**config.mk**
```make
export PLATFORM = sky130hd
export DESIGN_NAME = hilo_result_unit
export DESIGN_NICKNAME = d
export VERILOG_FILES = /design/src/rtl/hilo_result_unit_pkg.sv /design/src/rtl/hilo_result_unit_mul_iter.sv /design/src/rtl/hilo_result_unit.sv
export SDC_FILE = /design/constraint.sdc
export NUM_CORES = 1
export LEC_CHECK = 0
export CORE_MARGIN = 10
export CORE_UTILIZATION = 47
export DETAILED_ROUTE_END_ITERATION = 6
export GPL_TIMING_DRIVEN = 0
export PLACE_DENSITY = 0.76
export SYNTH_ARGS = -nofsm -noshare
export SYNTH_HDL_FRONTEND = slang
export SYNTH_SLANG_ARGS = --single-unit
```
**constraint.sdc**
```tcl
create_clock -name clk -period 2.8 [get_ports clk]
set_clock_uncertainty 0.2 [all_clocks]
set_input_delay 0.56 -clock clk [delete_from_list [all_inputs] [get_ports clk]]
set_output_delay 0.56 -clock clk [all_outputs]
set_load 0.01 [all_outputs]
```
**src/rtl/hilo_result_unit_pkg.sv**
```systemverilog
// Shared definitions for the writeback result unit.
//   DEF_WIDTH   : default datapath width
//   DEF_FUNCT_W : default R-type funct field width
//   funct_e     : R-type function codes decoded by the unit
package hilo_result_unit_pkg;

  localparam int unsigned DEF_WIDTH   = 32;
  localparam int unsigned DEF_FUNCT_W = 6;

  typedef enum logic [DEF_FUNCT_W-1:0] {
    F_SRL   = 6'b000010,
    F_MFHI  = 6'b010000,
    F_MTHI  = 6'b010001,
    F_MFLO  = 6'b010010,
    F_MTLO  = 6'b010011,
    F_MULTU = 6'b011001,
    F_ADD   = 6'b100000,
    F_SUB   = 6'b100010,
    F_AND   = 6'b100100,
    F_OR    = 6'b100101,
    F_SLT   = 6'b101010
  } funct_e;

endpackage

```
**src/rtl/hilo_result_unit_mul_iter.sv**
```systemverilog
// Serial shift-add unsigned multiplier, one multiplier bit per clock.
//   clk, rst_n : clock, asynchronous active-low reset
//   start      : latch a/b and begin (only honoured while idle)
//   a, b       : multiplicand, multiplier
//   done       : high during the cycle whose closing edge completes the product
//   product    : full 2*WIDTH-bit product, valid while done is high
module mul_iter #(
  parameter int unsigned WIDTH = 32
) (
  input  logic               clk,
  input  logic               rst_n,
  input  logic               start,
  input  logic [WIDTH-1:0]   a,
  input  logic [WIDTH-1:0]   b,
  output logic               done,
  output logic [2*WIDTH-1:0] product
);
  import hilo_result_unit_pkg::*;

  localparam int unsigned CNT_W = $clog2(WIDTH) + 1;

  typedef enum logic {
    M_IDLE,
    M_RUN
  } mstate_e;

  mstate_e              state, state_nx;
  logic [WIDTH-1:0]     mcand;
  logic [WIDTH-1:0]     addend;
  logic [WIDTH:0]       sum;
  // Upper half accumulates partial products, lower half holds the
  // remaining multiplier bits; both shift right together each step.
  logic [2*WIDTH-1:0]   acc;
  logic [2*WIDTH-1:0]   acc_step;
  logic [CNT_W-1:0]     cnt;

  always_comb begin
    addend   = acc[0] ? mcand : '0;
    sum      = {1'b0, acc[2*WIDTH-1:WIDTH]} + {1'b0, addend};
    acc_step = {sum, acc[WIDTH-1:1]};
  end

  // The final step result is exposed combinationally so the parent can
  // capture HI/LO on the same edge that retires the multiply.
  assign product = acc_step;

  always_comb begin
    state_nx = state;
    done     = 1'b0;
    case (state)
      M_IDLE: if (start) state_nx = M_RUN;
      M_RUN: begin
        if (cnt == CNT_W'(WIDTH - 1)) begin
          done     = 1'b1;
          state_nx = M_IDLE;
        end
      end
      default: state_nx = M_IDLE;
    endcase
  end

  always_ff @(posedge clk or negedge rst_n) begin
    if (!rst_n) begin
      state <= M_IDLE;
      mcand <= '0;
      acc   <= '0;
      cnt   <= '0;
    end else begin
      state <= state_nx;
      case (state)
        M_IDLE: begin
          if (start) begin
            mcand <= a;
            acc   <= {{WIDTH{1'b0}}, b};
            cnt   <= '0;
          end
        end
        M_RUN: begin
          acc <= acc_step;
          cnt <= done ? '0 : cnt + 1'b1;
        end
        default: cnt <= '0;
      endcase
    end
  end

endmodule

```
**src/rtl/hilo_result_unit.sv**
```systemverilog
// Writeback result selector with HI/LO register pair and iterative MULTU.
//   clk, rst_n          : clock, asynchronous active-low reset
//   valid_in, ready_out : upstream handshake (ready_out = !busy)
//   funct               : R-type function code
//   alu_out, shift_out  : EX-stage results
//   src_a, src_b        : rs / rt operands (multiply, MTHI/MTLO)
//   data_out, data_valid: registered writeback value and one-cycle strobe
//   busy                : multiply in progress
//   hi_out, lo_out      : current HI / LO
module hilo_result_unit #(
  parameter int unsigned WIDTH   = hilo_result_unit_pkg::DEF_WIDTH,
  parameter int unsigned FUNCT_W = hilo_result_unit_pkg::DEF_FUNCT_W
) (
  input  logic               clk,
  input  logic               rst_n,
  input  logic               valid_in,
  output logic               ready_out,
  input  logic [FUNCT_W-1:0] funct,
  input  logic [WIDTH-1:0]   alu_out,
  input  logic [WIDTH-1:0]   shift_out,
  input  logic [WIDTH-1:0]   src_a,
  input  logic [WIDTH-1:0]   src_b,
  output logic [WIDTH-1:0]   data_out,
  output logic               data_valid,
  output logic               busy,
  output logic [WIDTH-1:0]   hi_out,
  output logic [WIDTH-1:0]   lo_out
);
  import hilo_result_unit_pkg::*;

  logic [WIDTH-1:0]   hi, lo;
  logic [WIDTH-1:0]   sel_val;
  logic               sel_type;
  logic               is_mthi, is_mtlo, is_mult;
  logic               accept;
  logic               mul_done;
  logic [2*WIDTH-1:0] mul_product;

  assign ready_out = !busy;
  assign accept    = valid_in && !busy;
  assign hi_out    = hi;
  assign lo_out    = lo;

  always_comb begin
    sel_val  = '0;
    sel_type = 1'b0;
    is_mthi  = 1'b0;
    is_mtlo  = 1'b0;
    is_mult  = 1'b0;
    case (funct)
      F_AND, F_OR, F_ADD, F_SUB, F_SLT: begin
        sel_val  = alu_out;
        sel_type = 1'b1;
      end
      F_SRL: begin
        sel_val  = shift_out;
        sel_type = 1'b1;
      end
      F_MFHI: begin
        sel_val  = hi;
        sel_type = 1'b1;
      end
      F_MFLO: begin
        sel_val  = lo;
        sel_type = 1'b1;
      end
      F_MTHI:  is_mthi = 1'b1;
      F_MTLO:  is_mtlo = 1'b1;
      F_MULTU: is_mult = 1'b1;
      // Unrecognised codes still produce a (zero) writeback.
      default: sel_type = 1'b1;
    endcase
  end

  mul_iter #(
    .WIDTH (WIDTH)
  ) u_mul (
    .clk     (clk),
    .rst_n   (rst_n),
    .start   (accept && is_mult),
    .a       (src_a),
    .b       (src_b),
    .done    (mul_done),
    .product (mul_product)
  );

  always_ff @(posedge clk or negedge rst_n) begin
    if (!rst_n) begin
      hi         <= '0;
      lo         <= '0;
      data_out   <= '0;
      data_valid <= 1'b0;
      busy       <= 1'b0;
    end else begin
      data_valid <= 1'b0;
      if (accept) begin
        if (sel_type) begin
          data_out   <= sel_val;
          data_valid <= 1'b1;
        end
        if (is_mthi) hi <= src_a;
        if (is_mtlo) lo <= src_a;
        if (is_mult) busy <= 1'b1;
      end
      // accept is blocked while busy, so this never collides with the above.
      if (busy && mul_done) begin
        hi   <= mul_product[2*WIDTH-1:WIDTH];
        lo   <= mul_product[WIDTH-1:0];
        busy <= 1'b0;
      end
    end
  end

endmodule

```
==> metrics.yaml <==
dp_hpwl_mm: 30.5
final-hold-violation-count: 0
place_ws_ns: -0.690
setup_viol: 43
crit_path_start_kind: "flop"
worstPathArrival_ns: 3.43
routed_wirelength_mm: 42.4
synth_flop_cell: "dfrtp_1"
io-pin-count: 236
core_area_um2: 22600
ys_seq_elements: 201
antenna_found_initial: 1
cts_sinks: 201
cp_max_fo: 5
grt_pass1_vias: 10500
syn_inst: 1124
worst_setup_path_end_kind: "flop"
dieWidth_um: 172
layout.nets: 1587
clockBufferDepth: 3
drc_errors: 0
design_area_um2: 15600
drive_gt1_share_pct: 18.7
initial_core_util_pct: 47.7
stdcell_count: 1719
portBuffers: 235
rsz0062_at_grt: "true"
maxSlewHeadroom_pct: 45.0
grt_max_degree: 96
hold_path_class: "primary input to asynchronous set/reset pin"
multiInputGateArea_um2: 6370
yosysUniqueCellTypes: 54
synthesis.nets: 1295
wl_per_cell_um: 24.7
die_h_um: 172
num_vias: 10600
status: "complete, but fails checks"
synth_edf_count: 0
ant_nets: 0
utilization_pct: 68.7
placed_cells: 1646
whs_ns: 0.278
root_buffer: "clkbuf_16"
setup.worst_path.start: "u_mul.acc[0]$_DFFE_PN0P_"
reg2reg_from: "u_mul.acc[0]$_DFFE_PN0P_"
grt.total_usage_pct: 26.9
synth_seq_area_share_pct: 46.6
rows: 55
seqCellArea_um2: 5030
gp_congestion: 0.946
p_leak_nw: 6.76
timing.fmax_mhz: 310
cts_buffers: 23
clk_latency_ns: 0.52
gr-total-overflow: 0
place_area_um2: 13600
path_class: "flop to flop"
cts_tree: "done"
violations: "setup timing"
dieArea_um2: 29400
required_ns: 3.00
firstDrtPassIters: 6
fin_ws_ns: -0.423
via_per_inst: 6.18
grt_pass1_wl_mm: 61.9
clk_pin_slew_ns: 0.06
maxCapViolations: 0
synth_area_um2: 10800
yosys_warnings: 0
n_fill_cell: 1671
worst_r2r_path_depth: 11
area_growth_pct: 44.2
worst-slew-pin-transition_ns: 0.825
peakVddDrop_v: 0.000344
p_per_area_nw_per_um2: 404
async_flop_share_pct: 100
drt-initial-drc-count: 1307
h-tree-depth: 1
syn_area_per_cell_um2: 9.60
report.final.slew_viol_count: 0
post-route-min-period_ns: 3.22
period_share_pct: 115
## where the power goes
part / switching [mW] / internal [mW]
clock network: 1.25 / 1.78
logic: 0.155 / 0.196
registers: 0 / 2.90
total: 1.41 / 4.88
## Yosys cell counts, drive strengths merged, types with 2 or more instances
| cell type | count | area (um2) |
|---|---|---|
| o21bai | 4 | 30.0 |
| nor3b | 3 | 22.5 |
| a31o | 5 | 43.8 |
| a211oi | 3 | 22.5 |
| nor2b | 7 | 43.8 |
| dfrtp | 201 | 5030 |
| ha | 33 | 413 |
| nor2 | 65 | 244 |
| a21o | 8 | 60.1 |
| a21oi | 38 | 201 |
| a22o | 5 | 43.8 |
| mux2i | 85 | 851 |
| nand2b | 3 | 18.8 |
| a222oi | 32 | 320 |
| o21a | 5 | 37.5 |
| nand3 | 20 | 100 |
| xor2 | 13 | 114 |
| xnor2 | 17 | 149 |
| and2 | 35 | 219 |
| a221oi | 4 | 58.8 |
| o31ai | 2 | 15.0 |
| inv | 5 | 18.8 |
| and3 | 9 | 56.3 |
| nor4 | 2 | 12.5 |
| clkbuf | 60 | 225 |
| nand2 | 203 | 762 |
| a31oi | 37 | 246 |
| buf | 12 | 47.6 |
| nand4 | 3 | 18.8 |
| a311oi | 3 | 26.3 |
| or3 | 2 | 12.5 |
| o21ai | 144 | 724 |
| mux2 | 44 | 495 |
## per-stage QoR
step	setup TNS (ns)	power [mW]
6_report	-9.99	6.29
5_1_grt	-13.83	6.44
4_1_cts	-8.20	6.29
3_5_place_dp	-67.16	3.30
3_3_place_gp	-1615.17	3.29
2_1_floorplan	-0.732	2.99
## sequential cells by signal, indices dropped and copies added, names as in the netlist
signal / cells
u_mul.acc: 64
data_out: 32
hi_out: 32
lo_out: 32
u_mul.mcand: 32
u_mul.cnt: 6
busy: 1
data_valid: 1
u_mul.state: 1
## worst max-delay path, stage by stage (launching register included)
cell	delay (ns)
dfrtp_2	0.47
and2_4	0.17
ha_4	0.16
fa_2	0.34
a21o_1	0.21
a221oi_4	0.33
o22ai_4	0.15
a221oi_4	0.32
o21ai_2	0.13
a21oi_4	0.26
mux2i_2	0.29
nor2_1	0.07
## layer usage
layer  wire [um]  vias to the layer above  track usage [%]
li1            -                     4615                -
met1       16300                     5275             34.0
met2       20700                      601             45.6
met3        3880                      138             5.02
met4        1530                        0             8.54
met5           0                        -                0
## kinds of logic (layout without fill, tap and decap cells)
| family | after synthesis | in the layout | share of synthesized area, % |
|---|---|---|---|
| AOI/OAI and AO/OA | 297 | 297 | 17.5 |
| buffers and inverters | 77 | 385 | 2.70 |
| xor gates and xnor gates | 30 | 30 | 2.43 |
| and+or+nand+nor | 356 | 356 | 14.2 |
| muxes | 129 | 129 | 12.5 |
| adders and majority gates | 34 | 34 | 4.01 |
| other | 0 | 2 | 0 |
| DFF | 201 | 201 | 46.6 |
## cell usage in the layout, fill, tap and decap left out, types with 29 or more instances in the layout
cell type,count
mux2i_1,84
o21ai_0,98
a222oi_1,32
a31oi_1,34
nor2_1,59
mux2_2,44
dfrtp_1,200
o21ai_1,29
clkbuf_1,46
nand2_1,193
clkdlybuf4s50_1,234
## worst paths after layout
path / to / slack (ns)
hold reg to reg: u_mul.mcand[11]$_DFFE_PN0P_ / 0.30
setup reg to reg: hi_out[27]$_DFFE_PN0P_ / -0.42
min in group clk: u_mul.mcand[11]$_DFFE_PN0P_ / 0.30
max in group asynchronous: data_out[24]$_DFFE_PN0P_ / 1.03
hold / removal: u_mul.mcand[7]$_DFFE_PN0P_ / 0.28
setup / recovery: hi_out[27]$_DFFE_PN0P_ / -0.42
## layout make-up
| type | instances | area share, % |
|---|---|---|
| well taps | 285 | 2.29 |
| clock inverters | 11 | 0.740 |
| multi-input cells | 846 | 41.0 |
| inverters | 5 | 0.121 |
| flip-flops and latches | 201 | 32.3 |
| clock buffers | 30 | 4.06 |
| diodes | 2 | 0.0322 |
| plain buffers | 68 | 1.90 |
| repair buffers | 271 | 17.6 |
## timing repair
| item | 4_1_cts | 5_1_grt |
|---|---|---|
| hold buffers | 1 | 0 |
| pin swaps | 35 | 44 |
| endpoints found under the hold margin | 25 | 0 |
| gates resized for setup | 140 | 101 |
| buffers inserted | 26 | 12 |
| setup endpoints to repair | 105 | 120 |
Note: power is estimated with default switching activity, not from simulation.
